## config.mk

```make
export PLATFORM = sky130hd
export DESIGN_NAME = uart_autobaud
export DESIGN_NICKNAME = d
export VERILOG_FILES = /design/src/rtl/uart_autobaud.sv
export SDC_FILE = /design/constraint.sdc
export NUM_CORES = 1
export LEC_CHECK = 0
export ABC_CLOCK_PERIOD_IN_PS = 2600
export BUFFER_PORTS_ARGS = -buffer_cell sky130_fd_sc_hd__buf_2
export CORE_MARGIN = 2
export CORE_UTILIZATION = 30
export CTS_BUF_LIST = sky130_fd_sc_hd__clkbuf_16
export DETAILED_ROUTE_END_ITERATION = 8
export PLACE_DENSITY_LB_ADDON = 0.08
export SYNTH_ARGS = -nofsm -noshare
export SYNTH_HDL_FRONTEND = slang
export SYNTH_SLANG_ARGS = --single-unit
```

## constraint.sdc

```tcl
create_clock -name clk -period 2.6 [get_ports clk]
set_input_delay 0.26 -clock clk [delete_from_list [all_inputs] [get_ports clk]]
set_output_delay 0.26 -clock clk [all_outputs]
set_load 0.02 [all_outputs]
```

## src/rtl/uart_autobaud.sv

```systemverilog
// uart_autobaud: measures the start bit and first data bit of a 0x55 sync
// character on rx, classifies the bit period against 1200/2400/4800/9600
// baud and drives the baud generator rate select.
//
// Ports:
//   clk      system clock
//   reset    asynchronous, active-high reset
//   start    single-cycle arm pulse (restarts detection from any state)
//   rx       asynchronous UART receive line, idles high
//   bd_rate  rate select (00:1200, 01:2400, 10:4800, 11:9600)
//   locked   a valid rate was detected since the last arm
//   error    detection failed since the last arm
//   busy     detection in progress
//
// Optional feature: define UART_AUTOBAUD_TIMEOUT_EN to fail detection when
// no start bit arrives within TIMEOUT_CYCLES of the arm pulse.
module uart_autobaud #(
   parameter int unsigned CLK_FREQ       = 50000000,
   parameter logic [1:0]  DEFAULT_RATE   = 2'b11,
   parameter int unsigned TIMEOUT_CYCLES = 50000000
) (
   input  logic       clk,
   input  logic       reset,
   input  logic       start,
   input  logic       rx,
   output logic [1:0] bd_rate,
   output logic       locked,
   output logic       error,
   output logic       busy
);

   // Thresholds are midpoints between adjacent bit periods, computed from the
   // exact period fractions so no per-rate rounding accumulates.
   localparam int unsigned T_MIN = CLK_FREQ / 19200;
   localparam int unsigned T_A   = (CLK_FREQ * 3) / 19200;
   localparam int unsigned T_B   = (CLK_FREQ * 3) / 9600;
   localparam int unsigned T_C   = (CLK_FREQ * 3) / 4800;
   localparam int unsigned T_MAX = (CLK_FREQ * 3) / 2400;
   localparam int unsigned CW    = $clog2(T_MAX + 1);

   typedef enum logic [2:0] {
      S_IDLE, S_WAIT_IDLE, S_WAIT_FALL, S_MEAS_LOW, S_MEAS_HIGH, S_DONE, S_FAIL
   } state_t;

   typedef struct packed {
      logic       glitch;
      logic       invalid;
      logic [1:0] rate;
   } class_t;

   state_t          state_q, state_d;
   logic [1:0]      sync_q;
   logic [CW-1:0]   cnt_q, cnt_d;
   logic [1:0]      cls_q, cls_d;
   logic [1:0]      bd_rate_q, bd_rate_d;
   logic            locked_q, locked_d;
   logic            error_q, error_d;
   logic            busy_q, busy_d;
   logic            rx_s;
   logic            timeout_hit;
   class_t          meas_c;

   assign rx_s = sync_q[1];

   // Map a measured width to a rate class.
   function automatic class_t classify(input logic [CW-1:0] w);
      class_t c;
      c = '{glitch: 1'b0, invalid: 1'b0, rate: 2'b00};
      if (w < CW'(T_MIN))      c.glitch  = 1'b1;
      else if (w < CW'(T_A))   c.rate    = 2'b11;
      else if (w < CW'(T_B))   c.rate    = 2'b10;
      else if (w < CW'(T_C))   c.rate    = 2'b01;
      else if (w < CW'(T_MAX)) c.rate    = 2'b00;
      else                     c.invalid = 1'b1;
      return c;
   endfunction

   assign meas_c = classify(cnt_q);

`ifdef UART_AUTOBAUD_TIMEOUT_EN
   localparam int unsigned TW = $clog2(TIMEOUT_CYCLES + 1);
   logic [TW-1:0] to_cnt_q, to_cnt_d;
   logic          to_en_q, to_en_d;

   // Arm-to-first-edge timer; disabled once a start bit has been seen.
   always_comb begin
      to_cnt_d = to_cnt_q;
      to_en_d  = to_en_q;
      if (start) begin
         to_cnt_d = '0;
         to_en_d  = 1'b1;
      end else if (state_d == S_MEAS_LOW || state_q == S_IDLE) begin
         to_en_d  = 1'b0;
      end else if (to_en_q && !timeout_hit &&
                   (state_q == S_WAIT_IDLE || state_q == S_WAIT_FALL)) begin
         to_cnt_d = to_cnt_q + TW'(1);
      end
   end

   assign timeout_hit = to_en_q && (to_cnt_q == TW'(TIMEOUT_CYCLES - 1));

   always_ff @(posedge clk or posedge reset) begin
      if (reset) begin
         to_cnt_q <= '0;
         to_en_q  <= 1'b0;
      end else begin
         to_cnt_q <= to_cnt_d;
         to_en_q  <= to_en_d;
      end
   end
`else
   assign timeout_hit = 1'b0;
   // TIMEOUT_CYCLES is only consumed by the timeout build.
   if (TIMEOUT_CYCLES == 0) begin : g_timeout_unused
   end
`endif

   // Next-state and output logic.
   always_comb begin
      state_d   = state_q;
      cnt_d     = cnt_q;
      cls_d     = cls_q;
      bd_rate_d = bd_rate_q;
      locked_d  = locked_q;
      error_d   = error_q;
      busy_d    = busy_q;

      case (state_q)
         S_IDLE: ;
         S_WAIT_IDLE: begin
            if (!rx_s) begin
               cnt_d = '0;
            end else if (cnt_q == CW'(T_MIN - 1)) begin
               cnt_d   = '0;
               state_d = S_WAIT_FALL;
            end else begin
               cnt_d = cnt_q + CW'(1);
            end
         end
         S_WAIT_FALL: begin
            if (!rx_s) begin
               cnt_d   = CW'(1);
               state_d = S_MEAS_LOW;
            end
         end
         S_MEAS_LOW: begin
            if (!rx_s) begin
               // Line held low past the longest valid bit: break condition.
               if (cnt_q == CW'(T_MAX - 1)) begin
                  cnt_d   = CW'(T_MAX);
                  state_d = S_FAIL;
               end else begin
                  cnt_d = cnt_q + CW'(1);
               end
            end else if (meas_c.glitch) begin
               state_d = S_WAIT_FALL;
            end else if (meas_c.invalid) begin
               state_d = S_FAIL;
            end else begin
               cls_d   = meas_c.rate;
               cnt_d   = CW'(1);
               state_d = S_MEAS_HIGH;
            end
         end
         S_MEAS_HIGH: begin
            if (rx_s) begin
               if (cnt_q == CW'(T_MAX - 1)) begin
                  cnt_d   = CW'(T_MAX);
                  state_d = S_FAIL;
               end else begin
                  cnt_d = cnt_q + CW'(1);
               end
            end else if (!meas_c.glitch && !meas_c.invalid && meas_c.rate == cls_q) begin
               state_d = S_DONE;
            end else begin
               state_d = S_FAIL;
            end
         end
         S_DONE: begin
            bd_rate_d = cls_q;
            locked_d  = 1'b1;
            busy_d    = 1'b0;
            state_d   = S_IDLE;
         end
         S_FAIL: begin
            error_d = 1'b1;
            busy_d  = 1'b0;
            state_d = S_IDLE;
         end
         default: state_d = S_IDLE;
      endcase

      if (timeout_hit && (state_q == S_WAIT_IDLE || state_q == S_WAIT_FALL) &&
          state_d != S_MEAS_LOW) begin
         state_d = S_FAIL;
      end

      // Arm pulse restarts detection from any state.
      if (start) begin
         state_d  = S_WAIT_IDLE;
         cnt_d    = '0;
         locked_d = 1'b0;
         error_d  = 1'b0;
         busy_d   = 1'b1;
      end
   end

   // State, synchronizer and output registers.
   always_ff @(posedge clk or posedge reset) begin
      if (reset) begin
         sync_q    <= 2'b11;
         state_q   <= S_IDLE;
         cnt_q     <= '0;
         cls_q     <= DEFAULT_RATE;
         bd_rate_q <= DEFAULT_RATE;
         locked_q  <= 1'b0;
         error_q   <= 1'b0;
         busy_q    <= 1'b0;
      end else begin
         sync_q    <= {sync_q[0], rx};
         state_q   <= state_d;
         cnt_q     <= cnt_d;
         cls_q     <= cls_d;
         bd_rate_q <= bd_rate_d;
         locked_q  <= locked_d;
         error_q   <= error_d;
         busy_q    <= busy_d;
      end
   end

   assign bd_rate = bd_rate_q;
   assign locked  = locked_q;
   assign error   = error_q;
   assign busy    = busy_q;

endmodule

```

# Yosys cells after proc, flatten, opt, wreduce, memory -nomap -nowiden
# Cells that the tools add are included.
# classes
n_reduce_logical	13
bitwise	2
add_sub_neg	1
order_cmp	5
n_eq_ne	16
muxes	36
# ops
cell	n
16-bit two-way mux	9
16-bit one-hot mux with 4 select lines	1
3-bit two-way mux	9
16-bit by 1-bit adder with 16-bit output (second input constant)	1
16-bit by 12-bit equality test with 1-bit output (second input constant)	1
16-bit equality test (second input constant)	1
16-bit by 12-bit < comparator with 1-bit output (second input constant)	1
16-bit by 13-bit < comparator with 1-bit output (second input constant)	1
16-bit by 14-bit < comparator with 1-bit output (second input constant)	1
16-bit by 15-bit < comparator with 1-bit output (second input constant)	1
16-bit < comparator (second input constant)	1
3-bit one-hot mux with 5 select lines	1
1-bit two-way mux	12
3-bit != test (second input constant)	4
3-bit equality test (second input constant)	3
2-bit two-way mux	4
4-bit != test (second input constant)	2
4-bit AND reduction	2
3-bit by 2-bit equality test with 1-bit output (second input constant)	2
2-bit nonzero test	3
5-bit AND reduction	1
5-bit nonzero test	1
3-bit by 1-bit equality test with 1-bit output (second input constant)	1
3-bit logical NOT	1
other kinds (6)	9
# word_totals
register_bits	28
input_bits	4

# Logic depth before layout (Yosys ltp)
# logic_depth
depth_word	13
depth_mapped	9
ltp_nobuf	9

# Worst setup path after synthesis
# Ideal clock, no wire load.
# synth_timing
path_kind	register to register
from	register cnt_q[9]
to	register cnt_q[15]
t_arrival_ns	2.024
period_less_slack_ns	2.145
setup_slack_ns	0.455
path_stages_with_launch	10
path_cell_list	dfrtp_1 > buf_2 > and2_1 > o21ai_1 > o2111ai_1 > a32o_1 > a211oi_4 > buf_6 > a21oi_1 > o22a_1
# synth_via
elab_chain_len	8
# synth_rtl
item	line_no	rtl
from (decl)	53	logic [CW-1:0] cnt_q, cnt_d;
from (signal assigned)	222	cnt_q <= cnt_d;
16-bit < comparator	73	else if (w < CW'(T_MAX)) c.rate = 2'b00;
1-bit two-way mux	73	
1-bit two-way mux	72	else if (w < CW'(T_C)) c.rate = 2'b01;
1-bit two-way mux	71	else if (w < CW'(T_B)) c.rate = 2'b10;
1-bit two-way mux	70	else if (w < CW'(T_A)) c.rate = 2'b11;
3-bit two-way mux	69	if (w < CW'(T_MIN)) c.glitch = 1'b1;
4-bit != test (no source line)	-	
5-bit AND reduction (no source line)	-	
# Parallel ways exist; a longest one is shown, timed or not. The select of a mux whose other input is x is not followed.
# A chain may end at the register's enable or synchronous reset.

# Worst setup path in the final report
# layout_timing
from	register cnt_q[1]
to	register state_q[0]
# layout_via
elab_chain_len	13
# layout_rtl
item	line_no	rtl
16-bit < comparator	73	
1-bit two-way mux	73	
1-bit two-way mux	72	
1-bit two-way mux	71	
1-bit two-way mux	70	
3-bit two-way mux	69	
1-bit logical NOT	173	end else if (!meas_c.glitch && !meas_c.invalid && meas_c.rate == cls_q) begin
1-bit logical AND (2 in a row)	173	
2-bit two-way mux	173	
3-bit two-way mux	166	if (rx_s) begin
3-bit one-hot mux with 5 select lines	128	case (state_q)
3-bit two-way mux	199	if (start) begin
to (signal assigned)	221	state_q <= state_d;
to (decl)	51	state_t state_q, state_d;
# Parallel ways exist; a longest one is shown, timed or not.

==> flow_metrics.py <==
metrics = {
    "synthesis": {
        "synth_warnings": 0,
        "async_reset_ff_share_pct": 100,
        "yosysMostFrequentCell": "dfrtp_1",
        "postSynthCellCount": 238,
        "netlist_top_cells_count": "22 x dfrtp_1, 20 x a21oi_1, 20 x nand2_1",
        "syn_nets": 244,
        "synth-edff-count": 0,
        "synthTopCellsByArea": "dfrtp_1 28%, dfstp_2 8.0%, a21oi_1 5.1%, o21ai_0 4.8%, o31ai_1 4.2%",
        "avgSynthCellArea_um2": 8.25,
        "synth_cell_type_count": 57,
        "synth_top_area_share_pct": 28.0,
        "seq_area_frac_synth_pct": 36.1,
        "synth_top_flop_cell": "dfrtp_1",
        "ys_seq_elements": 28,
        "yosysTopAreaCell": "dfrtp_1",
        "synthesis.area_mm2": 0.00196,
    },
    "worst_setup_path": {
        "end_kind": "register",
        "critPathKind": "reg2reg",
        "arrival_ns": 2.59,
        "crit_path_start_kind": "register",
        "cp_max_fo": 5,
        "reg2reg_depth": 11,
        "rr_startpoint": "cnt_q[1]$_DFFE_PP0P_",
        "rr_endpoint": "state_q[0]$_DFFE_PP0P_",
        "required_ns": 2.74,
        "rrSetupSlack_ns": 0.16,
    },
    "sta": {
        "hold_ws_ns": 0.0559,
        "setup_viol": 0,
        "slew_headroom_pct": 60.2,
        "timing.final.crit_period_ns": 2.44,
        "finalClockSkew_ns": 0.00801,
        "max_freq_mhz": 410,
        "finalHoldViolations": 0,
        "setup_tns_ns": 0,
        "fin_crit_sh_pct": 93.9,
        "rsz0062_at_grt": "false",
        "finalMaxSlewViolations": 0,
        "tightest_slew_ns": 0.592,
    },
    "route": {
        "drt_first_pass_iters": 4,
        "vias_per_cell": 5.38,
        "final_antenna_net_count": 0,
        "drc": 0,
        "wl_mm": 5.35,
        "vias": 1769,
        "drt_iter0_drc": 96,
        "wl_per_cell_um": 16.3,
    },
    "placed_design": {
        "hpwl_mm": 3.95,
        "portBuffers": 8,
        "routabilityCongestion": 0.818,
        "numPlacedInstances": 325,
    },
    "pwr": {
        "irDropWorstVdd_uv": 219,
        "p_switching_uw": 192,
        "p_comb_share_pct": 5.6,
        "seq_power_share_pct": 52.0,
        "p_leak_uw": 0.000946,
        "p_int_uw": 664,
        "p_sw_share_pct": 22.4,
        "clockPowerShare_pct": 42.4,
        "power_density_mw_per_mm2": 376,
        "power_uw": 856,
    },
    "floorplanning": {
        "rows": 29,
        "initial_core_util_pct": 30.9,
        "io_pins": 9,
        "die_x_um": 84.9,
        "die_h_um": 84.9,
        "die_area_mm2": 0.00721,
        "core_mm2": 0.00635,
    },
    "grt": {
        "grt_overflow": 0,
        "antenna_found_initial": 0,
        "grtUsageTotal_pct": 15.4,
        "grt_pass1_wl_mm": 9.03,
        "grt_max_degree": 29,
        "grt_pass1_vias": 1649,
    },
    "clocking": {
        "ctsHoldBuffers": 0,
        "cts.reportedPaths.clkPinSlew_ns": 0.07,
        "post_cts_buffers": 0,
        "clockBufferDepth": 2,
        "cts_tree": "done",
        "clock_sinks": 28,
        "numCtsBuffers": 3,
        "clock_latency_ns": 0.27,
        "cts-root-buf": "clkbuf_16",
        "cts_max_level": 1,
    },
    "cells_and_area": {
        "fin_nets": 259,
        "seqCellArea_um2": 708,
        "diodes": 0,
        "drive_gt1_share_pct": 20.2,
        "area_delta_synth_final_pct": 15.7,
        "layoutNonFillerInstCount": 329,
        "multi_input_area_mm2": 0.00113,
        "fill_cells": 667,
    },
    "hold_path": {
        "min_path_type": "in2async",
    },
    "status": {
        "status": "finished, final reports clean",
    },
    "job": {
        "timing.max_cap.violations": 0,
    },
}
## per-layer routing
metal | vias to the layer above | routed length [um] | track usage [%]
li1 | 898 | - | -
met1 | 837 | 2840 | 23.8
met2 | 30 | 2290 | 23.0
met3 | 4 | 180 | 1.75
met4 | 0 | 38 | 3.03
met5 | - | 0 | 0
## power by group through the flow
stage	Clock [uW]	Sequential, uW	Combinational (uW)
3_5_place_dp	0	453	48.9
3_3_place_gp	0	453	49.0
6_report	362	445	48.1
5_1_grt	402	446	54.7
4_1_cts	382	445	49.1
2_1_floorplan	0	451	29.5
## cell usage in the layout (no fill, tap or decap), types with 4 or more instances in the layout
master / count
nor2_1: 19
dfstp_2: 6
nand3_1: 11
dfrtp_1: 22
nor2b_1: 5
buf_2: 8
inv_1: 10
nor3_1: 9
o21ai_0: 19
o31ai_1: 10
and3_1: 4
a21oi_1: 19
nand2_1: 20
buf_4: 19
o22a_1: 4
## state kept, by name (all words and copies together) (netlist names)
signal	cells
cls_q	2
sync_q	2
state_q	3
busy	1
bd_rate	2
locked	1
error	1
cnt_q	16
## cell families (layout without fill, tap and decap cells)
| kind of cell | Yosys count | in the layout | share of synthesized area, % |
|---|---|---|---|
| flip-flops | 28 | 28 | 36.1 |
| multiplexers | 3 | 3 | 1.72 |
| AND/OR/NAND/NOR | 96 | 96 | 26.5 |
| adder cells (fa/ha/maj) | 2 | 2 | 1.27 |
| buffers and inverters | 28 | 42 | 6.69 |
| AO/OA/AOI/OAI | 78 | 78 | 26.4 |
| XOR/XNOR | 3 | 3 | 1.34 |
## critical path, cell delays in order (launching register included)
cell	delay (ns)
dfrtp_1	0.43
inv_1	0.08
ha_1	0.18
nor2b_1	0.13
o21ai_0	0.23
a31oi_1	0.18
o31ai_2	0.28
buf_4	0.16
xnor2_1	0.05
nor3b_1	0.13
buf_4	0.14
a221o_1	0.34
## layout make-up
type	instances	area share, %
multi-input combinational	182	49.9
sequential	28	31.2
timing repair buffer	29	9.80
tap	77	4.24
clock buffer	3	3.30
inverter	9	1.49
clock inverter	1	0.165
## timing repair
item	in CTS	in global routing
endpoints found under the hold margin	0	0
gates resized for setup	0	2
setup endpoints to repair	0	2
## through the flow
| step | utilization, % | setup slack [ns] | cell area, um^2 |
|---|---|---|---|
| final | 35.8 | 0.159 | 2270 |
| after global routing | 35.8 | 0.0174 | 2270 |
| after CTS | 35.7 | 0.0851 | 2260 |
| after detailed placement | 34.4 | 0.133 | 2190 |
| after global placement | 34.4 | 0.0696 | 2190 |
| after floorplan | - | 0.455 | 1960 |
## how the worst max path moves through the flow
stage,from,to,slack [ns],depth (start not counted)
6_report,cnt_q[1]$_DFFE_PP0P_,state_q[0]$_DFFE_PP0P_,0.16,11
3_3_place_gp,cnt_q[1]$_DFFE_PP0P_,state_q[0]$_DFFE_PP0P_,0.07,11
3_5_place_dp,cnt_q[1]$_DFFE_PP0P_,state_q[0]$_DFFE_PP0P_,0.13,11
2_1_floorplan,cnt_q[9]$_DFFE_PP0P_,cnt_q[15]$_DFFE_PP0P_,0.45,9
5_1_grt,cnt_q[1]$_DFFE_PP0P_,state_q[0]$_DFFE_PP0P_,0.02,11
4_1_cts,cnt_q[1]$_DFFE_PP0P_,state_q[0]$_DFFE_PP0P_,0.09,11
(Power assumes the default switching activity.)
